## config.mk

```make
export PLATFORM = sky130hd
export DESIGN_NAME = mcp3_arb04_flat
export DESIGN_NICKNAME = d
export VERILOG_FILES = /design/src/rtl/mcp3_arb_pkg.sv /design/src/rtl/mcp3_arb04_if.sv /design/src/rtl/mcp3_ohc04.sv /design/src/rtl/mcp3_arb04.sv /design/src/flat_wrapper.sv
export SDC_FILE = /design/constraint.sdc
export NUM_CORES = 1
export LEC_CHECK = 0
export BUFFER_PORTS_ARGS = -buffer_cell sky130_fd_sc_hd__buf_2
export CELL_PAD_IN_SITES_DETAIL_PLACEMENT = 0
export CELL_PAD_IN_SITES_GLOBAL_PLACEMENT = 1
export CORE_UTILIZATION = 41
export DETAILED_ROUTE_END_ITERATION = 10
export PLACE_DENSITY_LB_ADDON = 0.1
export SLEW_MARGIN = 20
export SYNTH_ARGS = -nofsm -noshare
export SYNTH_HDL_FRONTEND = slang
export SYNTH_SLANG_ARGS = --single-unit
```

## constraint.sdc

```tcl
create_clock -name clock -period 1.8 [get_ports clock]
set_input_delay 0.09 -clock clock [delete_from_list [all_inputs] [get_ports clock]]
set_output_delay 0.09 -clock clock [all_outputs]
set_load 0.1 [all_outputs]
```

## src/rtl/mcp3_arb_pkg.sv

```systemverilog
// Shared constants for the mcp3 four-way arbiter: FSM encoding, pointer reset
// value, hold counter width and the rotate helper.
package mcp3_arb_pkg;

  localparam int HOLD_W = 8;

  localparam logic [0:0] ST_IDLE  = 1'b0;
  localparam logic [0:0] ST_GRANT = 1'b1;

  localparam logic [3:0] PTR_RESET = 4'b0001;

  function automatic logic [3:0] rotl1(input logic [3:0] v);
    return {v[2:0], v[3]};
  endfunction

endpackage

```

## src/rtl/mcp3_arb04_if.sv

```systemverilog
// Request/grant bundle between the requesting engines (master) and the
// arbiter (slave).
interface mcp3_arb04_if;

  logic [3:0] req;
  logic [3:0] done;
  logic [3:0] gnt;
  logic       gnt_valid;
  logic       timeout;
  logic       arb_error;

  modport master (
    output req, done,
    input  gnt, gnt_valid, timeout, arb_error
  );

  modport slave (
    input  req, done,
    output gnt, gnt_valid, timeout, arb_error
  );

endinterface

```

## src/rtl/mcp3_ohc04.sv

```systemverilog
// 4-bit one-hot check cell: flags an all-zero vector and a vector with more
// than one bit set as separate errors.
module mcp3_ohc04 (
  input  logic [3:0] vec,
  output logic       zero_err,
  output logic       multi_err
);

  // Clearing the lowest set bit leaves something only if two or more were set.
  always_comb begin
    zero_err  = (vec == 4'b0000);
    multi_err = ((vec & (vec - 4'b0001)) != 4'b0000);
  end

endmodule

```

## src/rtl/mcp3_arb04.sv

```systemverilog
// Four-way round-robin arbiter with grant hold, forced release after MAX_HOLD
// cycles and a sticky one-hot integrity error on pointer and grant.
module mcp3_arb04
  import mcp3_arb_pkg::*;
#(
  parameter int MAX_HOLD = 16
) (
  input  logic         clock,
  input  logic         reset,
  mcp3_arb04_if.slave  bus
);

  localparam bit                LIM_EN   = (MAX_HOLD != 0);
  localparam logic [HOLD_W-1:0] HOLD_LIM = HOLD_W'(MAX_HOLD - 1);
  localparam logic [HOLD_W-1:0] HOLD_ONE = HOLD_W'(1);
  localparam logic [HOLD_W-1:0] HOLD_SAT = {HOLD_W{1'b1}};

  logic [0:0]        state_r;
  logic [3:0]        ptr_r;
  logic [3:0]        gnt_r;
  logic              gnt_valid_r;
  logic              timeout_r;
  logic              arb_error_r;
  logic [HOLD_W-1:0] hold_cnt_r;

  logic [0:0]        state_nxt_s;
  logic [3:0]        ptr_nxt_s;
  logic [3:0]        gnt_nxt_s;
  logic              timeout_nxt_s;
  logic [HOLD_W-1:0] hold_nxt_s;

  logic              done_hit_s;
  logic              withdraw_s;
  logic              limit_s;
  logic              release_s;

  logic              ptr_zero_s;
  logic              ptr_multi_s;
  logic              gnt_zero_s;
  logic              gnt_multi_s;
  logic              err_now_s;

  // First requester found walking ptr, ptr<<<1, ptr<<<2, ptr<<<3.
  function automatic logic [3:0] rr_pick(input logic [3:0] req_v,
                                         input logic [3:0] ptr_v);
    logic [3:0] cand;
    logic [3:0] pick;
    cand = ptr_v;
    pick = 4'b0000;
    for (int i = 0; i < 4; i++) begin
      if ((pick == 4'b0000) && ((req_v & cand) != 4'b0000)) begin
        pick = req_v & cand;
      end else begin
        pick = pick;
      end
      cand = rotl1(cand);
    end
    return pick;
  endfunction

  mcp3_ohc04 u_ptr_chk (
    .vec       (ptr_r),
    .zero_err  (ptr_zero_s),
    .multi_err (ptr_multi_s)
  );

  mcp3_ohc04 u_gnt_chk (
    .vec       (gnt_r),
    .zero_err  (gnt_zero_s),
    .multi_err (gnt_multi_s)
  );

  // Release causes, integrity check and next-state selection.
  always_comb begin
    done_hit_s = ((bus.done & gnt_r) != 4'b0000);
    withdraw_s = ((bus.req & gnt_r) == 4'b0000);
    limit_s    = LIM_EN && (hold_cnt_r == HOLD_LIM);
    release_s  = done_hit_s || withdraw_s || limit_s;

    // A zero grant is only an error while gnt_valid claims a grant.
    err_now_s  = ptr_zero_s | ptr_multi_s | gnt_multi_s
               | (gnt_valid_r & gnt_zero_s)
               | (~gnt_valid_r & ~gnt_zero_s);

    state_nxt_s   = state_r;
    ptr_nxt_s     = ptr_r;
    gnt_nxt_s     = gnt_r;
    hold_nxt_s    = hold_cnt_r;
    timeout_nxt_s = 1'b0;

    case (state_r)
      ST_IDLE: begin
        if (bus.req != 4'b0000) begin
          gnt_nxt_s   = rr_pick(bus.req, ptr_r);
          state_nxt_s = ST_GRANT;
          hold_nxt_s  = '0;
        end else begin
          gnt_nxt_s   = 4'b0000;
        end
      end
      ST_GRANT: begin
        if (release_s) begin
          gnt_nxt_s     = 4'b0000;
          state_nxt_s   = ST_IDLE;
          ptr_nxt_s     = rotl1(gnt_r);
          hold_nxt_s    = '0;
          timeout_nxt_s = limit_s && !done_hit_s && !withdraw_s;
        end else if (hold_cnt_r != HOLD_SAT) begin
          hold_nxt_s    = hold_cnt_r + HOLD_ONE;
        end else begin
          hold_nxt_s    = hold_cnt_r;
        end
      end
      default: begin
        state_nxt_s = ST_IDLE;
        gnt_nxt_s   = 4'b0000;
        ptr_nxt_s   = PTR_RESET;
        hold_nxt_s  = '0;
      end
    endcase
  end

  // State, grant, pointer and status registers.
  always_ff @(posedge clock) begin
    if (reset) begin
      state_r     <= ST_IDLE;
      ptr_r       <= PTR_RESET;
      gnt_r       <= 4'b0000;
      gnt_valid_r <= 1'b0;
      timeout_r   <= 1'b0;
      arb_error_r <= 1'b0;
      hold_cnt_r  <= '0;
    end else begin
      state_r     <= state_nxt_s;
      ptr_r       <= ptr_nxt_s;
      gnt_r       <= gnt_nxt_s;
      gnt_valid_r <= (gnt_nxt_s != 4'b0000);
      timeout_r   <= timeout_nxt_s;
      arb_error_r <= arb_error_r | err_now_s;
      hold_cnt_r  <= hold_nxt_s;
    end
  end

  assign bus.gnt       = gnt_r;
  assign bus.gnt_valid = gnt_valid_r;
  assign bus.timeout   = timeout_r;
  assign bus.arb_error = arb_error_r;

endmodule

```

## src/flat_wrapper.sv

```systemverilog
// flat-port wrapper written by rule: the top's interface ports become plain ports
module mcp3_arb04_flat import mcp3_arb_pkg::*;
#(
  parameter int MAX_HOLD = 16
)
  (clock, reset, bus_req, bus_done, bus_gnt, bus_gnt_valid, bus_timeout, bus_arb_error);
  mcp3_arb04_if bus_i ();
  input  logic clock;
  input  logic reset;
  input wire logic [$bits(bus_i.req)-1:0] bus_req;
  input wire logic [$bits(bus_i.done)-1:0] bus_done;
  output wire logic [$bits(bus_i.gnt)-1:0] bus_gnt;
  output wire logic [$bits(bus_i.gnt_valid)-1:0] bus_gnt_valid;
  output wire logic [$bits(bus_i.timeout)-1:0] bus_timeout;
  output wire logic [$bits(bus_i.arb_error)-1:0] bus_arb_error;
  assign bus_i.req = bus_req;
  assign bus_i.done = bus_done;
  assign bus_gnt = bus_i.gnt;
  assign bus_gnt_valid = bus_i.gnt_valid;
  assign bus_timeout = bus_i.timeout;
  assign bus_arb_error = bus_i.arb_error;
  mcp3_arb04 #(.MAX_HOLD(MAX_HOLD)) u_core (.clock(clock), .reset(reset), .bus(bus_i));
endmodule
```

* Word-level counts from Yosys, hierarchy flattened
Cells that the tools add are included.
W data, S select, Z words.
** Storage, ports and cells
- Bits in registers :: 20
- Bits of input ports :: 10
- Output and inout port bits :: 7
** Cells by class
- Add/subtract/negate cells :: 3
- Eq/ne operators :: 4
- Muxes and demuxes :: 20
- Bitwise gates (word level) :: 19
- Reduce and logical (&&, ||, !) cells :: 27
** Operator list (number)
- $mux W4 :: 12
- $reduce_bool A4 Y1 :: 9
- $and A4 B4 Y4 :: 8
- $logic_not A4 Y1 :: 6
- $mux W8 :: 3
- $pmux W8 S2 :: 1
- $add A8 B1 Y8 const B :: 1
- $eq A8 B4 Y1 const B :: 1
- $ne A8 B8 Y1 const B :: 1
- $pmux W4 S2 :: 1
- $sub A4 B1 Y4 const B :: 2
- $logic_and A1 B1 Y1 :: 5
- $or A1 B1 Y1 :: 5
- $not A1 Y1 :: 4
- $reduce_and A2 Y1 :: 2
- $ne A3 B3 Y1 const B :: 1
- $reduce_or A3 Y1 :: 1
- $and A1 B1 Y1 :: 2
- $logic_not A1 Y1 :: 2
- $logic_or A1 B1 Y1 :: 2
- $mux W1 :: 2
- $ne A2 B1 Y1 const B :: 1
- $pmux W1 S2 :: 1

* Longest topological paths before layout
Gate-level depths: netlist of the first run.
- Depth after elaboration :: 21
- Mapped depth :: 7
- Depth with buffers taken out :: 7

* Modules after synthesis
Synthesis of the first run repeated with hierarchy kept, for this count alone.
** Unflattened totals
- Cells, all modules :: 150
- Area total of the unflattened synthesis :: 1345.0 µm²
** By module, submodules not included
- mcp3_arb04 :: instances 1, cells an instance 142, area an instance 1282.5 µm²
- mcp3_ohc04 :: instances 2, cells an instance 4, area an instance 31.3 µm²

* Worst setup path after synthesis of the first run
Ideal clock, no wire load.
- Path kind :: register -> register
- Start point :: reg u_core.gnt_r[1] (netlist: u_core.bus.gnt[1])
- End point :: reg u_core.gnt_valid_r (netlist: u_core.bus.gnt_valid)
- Setup time :: 0.146 ns
- Arrival time :: 2.007 ns
- Required time :: 1.654 ns
- Path slack :: -0.353 ns
- Stages on the path, launching flop included :: 7
- Buffers on the path :: 0
- Cell sequence :: dfxtp_1 -> a22o_1 -> nor2_2 -> nand3_2 -> nor2_2 -> a222oi_1 -> a41oi_1
** On the way
- Cells in the longest elaborated chain, start to end :: 7
- Elaborated cells between the ends (all ways) :: 9
- Classes of those cells :: mux: 2; bitwise: 2; reduce/logical: 5
** Ends and longest elaborated chain
- from (decl) :: line mcp3_arb04.sv:20 : logic [3:0] gnt_r;
- from (signal assigned) :: line mcp3_arb04.sv:136 : gnt_r <= gnt_nxt_s;
- $and A4 B4 Y4 (on tied branches) :: line mcp3_arb04.sv:75, mcp3_arb04.sv:76
- $reduce_bool A4 Y1 or $logic_not A4 Y1 (tied branches) :: line mcp3_arb04.sv:75, mcp3_arb04.sv:76
- $logic_or A1 B1 Y1 (2 in series) :: line mcp3_arb04.sv:78 : release_s = done_hit_s || withdraw_s || limit_s;
- $mux W4 (*) :: line mcp3_arb04.sv:102 : if (release_s) begin
- $pmux W4 S2 (*) :: line mcp3_arb04.sv:91 : case (state_r)
- $reduce_bool A4 Y1 (*) :: line mcp3_arb04.sv:137 : gnt_valid_r <= (gnt_nxt_s != 4'b0000);
- to (signal assigned) :: line mcp3_arb04.sv:137
- to (decl) :: line mcp3_arb04.sv:21 : logic gnt_valid_r;
Mark *: on every way between the ends. The rest lies on a longest branch, timed or not.
A chain may end at the register's enable or synchronous reset.

* Final worst setup path of the first run
- Start point :: reg u_core.ptr_r[0]
- End point :: reg u_core.gnt_r[2] (netlist: u_core.bus.gnt[2])
** On the way
- Cells in the longest elaborated chain, start to end :: 20
- Elaborated cells between the ends (all ways) :: 26
- Classes of those cells :: mux: 12; bitwise: 4; reduce/logical: 10
** Ends and longest elaborated chain
- from (decl) :: line mcp3_arb04.sv:19 : logic [3:0] ptr_r;
- from (signal assigned) :: line mcp3_arb04.sv:135 : ptr_r <= ptr_nxt_s;
- $and A4 B4 Y4 :: line mcp3_arb04.sv:51, mcp3_arb04.sv:52
- $reduce_bool A4 Y1 :: line mcp3_arb04.sv:51 : if ((pick == 4'b0000) && ((req_v & cand) != 4'b0000)) begin
- $mux W4 :: line mcp3_arb04.sv:51
- $mux W4 :: line mcp3_arb04.sv:93 : if (bus.req != 4'b0000) begin
- $mux W4 :: line mcp3_arb04.sv:91
- $logic_not A4 Y1 :: line mcp3_arb04.sv:51
- $logic_and A1 B1 Y1 :: line mcp3_arb04.sv:51
- $mux W4 :: line mcp3_arb04.sv:51
- [4 not listed]
- $mux W4 :: line mcp3_arb04.sv:51
- $mux W4 :: line mcp3_arb04.sv:93
- $mux W4 :: line mcp3_arb04.sv:91
- $logic_not A4 Y1 :: line mcp3_arb04.sv:51
- $logic_and A1 B1 Y1 :: line mcp3_arb04.sv:51
- $mux W4 (*) :: line mcp3_arb04.sv:51
- $mux W4 (*) :: line mcp3_arb04.sv:93
- $pmux W4 S2 (*) :: line mcp3_arb04.sv:91
Mark *: on every way between the ends. The rest lies on a longest branch, timed or not. The select of a mux whose other input is x is not followed.

==> metrics.csv, run 1 <==
metric,value,unit
outcome,"complete, but fails checks",
failing checks,setup timing,
Die X,56.1,um
combinational share of power,0.285,
number of max-cap violations,0,
GRT overflow,0,
hold crit path type,in2reg,
drt drc,0,
synthesized cell area,1200,um2
Post-synth EDFFs,0,
Clock Latency Late Sink,0.30,ns
DR iter-0 viols,57,
worst path required time,1.99,ns
Post-DRT Antenna Nets,0,
die height,56.1,um
WS Path Type,reg2reg,
Mean Syn Cell Area,8.22,um2
Internal Pwr Total,0.679,mW
Final setup viols,3,
Reg power frac,0.465,
ant diodes,0,
final period utilization,1.03,
r2r setup slk,-0.06,ns
Max Slew Vio Count,0,
die area,3150,um2
clock share of power,0.250,
Cell variety after synth,43,
Final Util,0.538,
global placement routability congestion,0.797,
initial antenna violation count,0,
DRT Wirelength,3120,um
# IOs,17,
skew final,0.00622,ns
DRT Pass-1 Iters,4,
largest net degree at the start of global routing,14,
Vias per Instance,5.78,
CTS tree,yes,
Final WS setup,-0.0619,ns
Crit. End Element,flop,
root buf cell,clkbuf_4,
actual slew at the worst max-slew pin,0.500,ns
vias in the first global route,1165,
final hold vios,0,
hold buffers post-CTS,0,
nets,188,
first-pass GRT wire length,5440,um
vias,1197,
Tot GR Track Use,0.216,
Slew headroom,0.663,
crit start category,flop,
row count,19,
crit-path max FO,7,
yosys warns,0,
Finished Layout Cells,207,
FMAX,537,MHz
ys async rst share,0,
I/O Buffers,16,
clk buf depth,2,
post-synthesis sequential area ratio,0.334,
clk slew on worst S/H paths,0.11,ns
H-tree depth,1,
setup TNS,-0.103,ns
power density cells,702,nW/um2
total CTS buffers,3,
RSZ-0062 raised after global routing,true,
Fill cells,269,
Place WS,-0.0544,ns
Starting Density,0.435,
number of clock sinks,20,
most used flip-flop cell after synthesis,dfxtp_1,
syn_nets,157,
layout cells sized above 1,0.324,
dpl hpwl,2210,um
"FF+latch count, synth",20,
Routed wire per std cell,15.1,um
switching power,0.363,mW
Syn Inst Count,146,
min Tclk post-route,1.86,ns
"number of placed instances, taps included",195,
synth-to-layout area growth,23.6,%
Pleak,0.632,nW
Sw Ratio,0.348,
Max VDD drop,0.665,mV
core area,2760,um2
Arrival @ worst endpoint,2.05,ns
==> flip-flops by register name (all words and copies together) (netlist names) <==
register	count
u_core.state_r	1
u_core.bus.arb_error	1
u_core.hold_cnt_r	8
u_core.ptr_r	4
u_core.bus.gnt_valid	1
u_core.bus.timeout	1
u_core.bus.gnt	4
==> cells in the mapped netlist (3+ instances only) <==
master,instances,area share
inv_1,9,0.028
buf_2,3,0.013
and3_1,7,0.036
dfxtp_1,20,0.33
o2111ai_1,4,0.029
nand2_1,9,0.028
a31oi_1,5,0.026
nor2_1,19,0.059
nand2b_1,3,0.016
mux2i_1,4,0.033
nand3_1,4,0.017
xor2_1,8,0.058
a22oi_1,3,0.019
o21ai_0,10,0.042
==> area by class of cell <==
type	instances	area, um2	area share
Tap cell	31	38.8	0.0262
Clock buffer	4	36.3	0.0245
Multi-Input combinational cell	111	759	0.512
Inverter	9	33.8	0.0228
Sequential cell	20	414	0.279
Timing Repair Buffer	32	200	0.135
==> layout by cell type, fill, tap and decap left out, types with 3 or more instances in the layout <==
| master | instances |
|---|---|
| buf_4 | 16 |
| dfxtp_2 | 8 |
| xor2_1 | 8 |
| buf_2 | 16 |
| nand2b_1 | 3 |
| nand3_1 | 4 |
| nand2_1 | 8 |
| inv_1 | 9 |
| nor2_2 | 3 |
| a22oi_1 | 3 |
| o2111ai_1 | 4 |
| o21ai_0 | 10 |
| nor2_1 | 17 |
| dfxtp_1 | 11 |
| mux2i_1 | 4 |
| clkbuf_4 | 3 |
| and3_1 | 7 |
| a31oi_1 | 5 |
==> worst max-delay path: stages (launching register included) <==
cell and delay, ns:
dfxtp_1 0.46, o21ai_0 0.12, o21ai_0 0.42, nor3_2 0.13, a222oi_1 0.42, buf_4 0.19
nor2_2 0.03
==> kinds of logic (layout without fill, tap and decap cells) <==
family	count (synthesis)	count (layout)	synth area share
flip-flops	20	20	0.334
AND/OR/NAND/NOR	57	57	0.262
multiplexers	4	4	0.0334
adder cells (fa/ha/maj)	1	1	0.0104
XOR/XNOR	8	8	0.0584
buffers and inverters	15	45	0.0511
AO/OA/AOI/OAI	41	41	0.251
==> metrics by stage <==
stage / hold WS, ns / power [mW] / instance area [um2]
finish: 0.116 / 1.04 / 1480
detailed placement: 0.425 / 0.776 / 1360
global placement: 0.424 / 0.773 / 1360
global route: 0.134 / 1.10 / 1480
CTS: 0.110 / 1.04 / 1440
floorplan: 0.167 / 0.705 / 1200
==> path summary, 6_finish.rpt <==
path,start,end,cells after the start
min,reset,u_core.bus.gnt[2]$_SDFF_PP0_,2
max reg2reg,u_core.ptr_r[0]$_SDFFE_PP1P_,u_core.bus.gnt[2]$_SDFF_PP0_,6
max,u_core.ptr_r[0]$_SDFFE_PP1P_,u_core.bus.gnt[2]$_SDFF_PP0_,6
min reg2reg,u_core.bus.arb_error$_SDFF_PP0_,u_core.bus.arb_error$_SDFF_PP0_,2
==> power by group through the flow <==
stage	Combinational [mW]	Sequential, mW	Clock, mW
floorplan	0.134	0.571	0
global route	0.319	0.489	0.290
global placement	0.278	0.495	0
finish	0.296	0.484	0.260
CTS	0.283	0.485	0.272
detailed placement	0.280	0.496	0
==> routing by layer <==
layer / global-route usage / wire [um] / up-vias
met2: 0.335 / 1410 / 40
met3: 0.0233 / 174 / 0
li1: - / - / 599
met5: 0 / 0 / -
met1: 0.311 / 1540 / 558
met4: 0.0732 / 0 / 0
==> timing repair <==
action	CTS	global route
pin swaps	4	2
gates cloned	0	0
buffers inserted	6	2
setup endpoints to repair	1	12
resized for setup	3	8
(Power assumes the default switching activity.)
==> run 2: changes to the inputs <==
Settings changed: CORE_ASPECT_RATIO from default to 2, REMOVE_ABC_BUFFERS from default to 1.
==> metrics.csv, run 2 (synthesis results as in run 1) <==
metric,value,unit,change
outcome,completed,,
hold crit path type,in2reg,,
Pleak,0.660,nW,+4.3%
Slew headroom,0.614,,-0.0492
switching power,0.389,mW,+7.3%
clk buf depth,2,,unchanged
max reg flops,8,,unchanged
GRT overflow,0,,unchanged
number of clock sinks,20,,unchanged
Routed wire per std cell,16.1,um,+7.1%
CTS tree,yes,,
min Tclk post-route,1.77,ns,-0.0942 ns
vias in the first global route,1206,,+3.5%
Reg power frac,0.389,,-0.076
Tot GR Track Use,0.238,,+0.0225
Largest Register,u_core.hold_cnt_r,,
Vias per Instance,5.87,,+1.4%
DRT Wirelength,3370,um,+8.1%
Fill cells,272,,+1.1%
Post-DRT Antenna Nets,0,,unchanged
DRT Pass-1 Iters,4,,unchanged
I/O Buffers,16,,unchanged
multi-input logic area,766,um2,+0.82%
crit-path max FO,4,,-3
Max Slew Vio Count,0,,unchanged
Clock Latency Late Sink,0.26,ns,-0.04 ns
# IOs,17,,unchanged
final hold vios,0,,unchanged
RSZ-0062 raised after global routing,true,,
Place WS,-0.146,ns,-0.0914 ns
skew final,0.00238,ns,-0.00384 ns
Sw Ratio,0.312,,-0.0364
crit path max-delay cell type,a222oi_1,,
DR iter-0 viols,40,,-30%
register area,407,um2,-1.8%
total CTS buffers,3,,unchanged
Final Util,0.557,,+0.0197
Internal Pwr Total,0.859,mW,+27%
die height,78.5,um,+40%
hold buffers post-CTS,0,,unchanged
crit-path cells,"nor4_2, nand4_1, nand3_2, nor2_2, a222oi_1, a41oi_1",,
clk slew on worst S/H paths,0.08,ns,-0.03 ns
initial antenna violation count,0,,unchanged
first-pass GRT wire length,5310,um,-2.3%
Starting Density,0.433,,-0.00197
actual slew at the worst max-slew pin,0.577,ns,+0.0770 ns
Final setup viols,0,,-3
H-tree depth,1,,unchanged
clock share of power,0.368,,+0.118
"number of placed instances, taps included",203,,+4.1%
crit start category,flop,,
worst path required time,1.92,ns,-0.07 ns
Crit. End Element,flop,,
row count,27,,+8
power density cells,808,nW/um2,+15%
Finished Layout Cells,209,,+0.97%
core area,2770,um2,+0.45%
largest net degree at the start of global routing,14,,unchanged
Arrival @ worst endpoint,1.88,ns,-0.17 ns
die area,3160,um2,+0.43%
number of max-cap violations,0,,unchanged
vias,1226,,+2.4%
WS Path Type,reg2reg,,
Die X,40.3,um,-28%
combinational share of power,0.242,,-0.043
synth-to-layout area growth,28.7,%,
Final WS setup,0.0323,ns,+0.0942 ns
final period utilization,0.982,,-0.0524
root buf cell,clkbuf_8,,
nets,192,,+2.1%
total power,1.25,mW,+20%
ant diodes,0,,unchanged
dpl hpwl,2600,um,+17%
"commonest non-fill, non-tap cell in the layout",buf_4,,
layout cells sized above 1,0.322,,-0.00164
Max VDD drop,0.493,mV,-26%
most frequent cells in the layout,"buf_4, nor2_1, buf_2",,
FMAX,566,MHz,+5.3%
crit-path max cell delay,0.43,ns,-0.03 ns
global placement routability congestion,0.774,,-2.8%
drt drc,0,,unchanged
[run 2: worst paths after layout]
kind	start	depth (start not counted)	to	slack, ns
min reg2reg	u_core.bus.arb_error$_SDFF_PP0_	2	u_core.bus.arb_error$_SDFF_PP0_	0.47
max	u_core.hold_cnt_r[7]$_SDFFE_PP0P_	6	u_core.bus.gnt_valid$_SDFF_PP0_	0.03
max reg2reg	u_core.hold_cnt_r[7]$_SDFFE_PP0P_	6	u_core.bus.gnt_valid$_SDFF_PP0_	0.03
min	reset	2	u_core.bus.gnt[3]$_SDFF_PP0_	0.18
[run 2: power by group through the flow]
| stage | logic, mW | clock network (mW) | registers, mW |
|---|---|---|---|
| after CTS | 0.301 | 0.465 | 0.484 |
| after global routing | 0.326 | 0.479 | 0.489 |
| after global placement | 0.292 | 0 | 0.494 |
| final | 0.302 | 0.460 | 0.486 |
| after floorplan | 0.121 | 0 | 0.575 |
| after detailed placement | 0.294 | 0 | 0.495 |
[run 2: repair_timing]
item	in CTS	in global routing
endpoints found under the setup margin	8	11
buffers inserted	1	1
gates resized for setup	3	8
pin swaps	4	3
[run 2: final cells by class]
type / count / area share
Multi-Input combinational cell: 111 / 0.496
Sequential cell: 20 / 0.263
Clock inverter: 1 / 0.0194
Tap cell: 29 / 0.0235
Inverter: 9 / 0.0219
Timing Repair Buffer: 36 / 0.149
Clock buffer: 3 / 0.0267
[run 2: per-stage QoR]
| step | hold WS (ns) | instance area [um2] | TNS [ns] |
|---|---|---|---|
| final | 0.178 | 1540 | 0 |
| after global placement | 0.442 | 1420 | -0.264 |
| after floorplan | 0.159 | 1170 | -4.53 |
| after CTS | 0.173 | 1510 | -0.00501 |
| after detailed placement | 0.444 | 1420 | -0.243 |
| after global routing | 0.177 | 1540 | -0.465 |
[run 2: worst max-delay path, delay by kind of cell (launching register included)]
kind	cells	cell delay [ns]
AND/OR/NAND/NOR	4	0.66
flip-flops	1	0.35
AO/OA/AOI/OAI	2	0.62
[run 2: layer usage]
metal,up-vias,share of wire,wire [um],track usage
met5,-,0,0,0
met4,0,0.029,97,0.107
met3,8,0.036,121,0.0226
met2,33,0.56,1890,0.440
met1,577,0.38,1270,0.241
li1,608,-,-,-
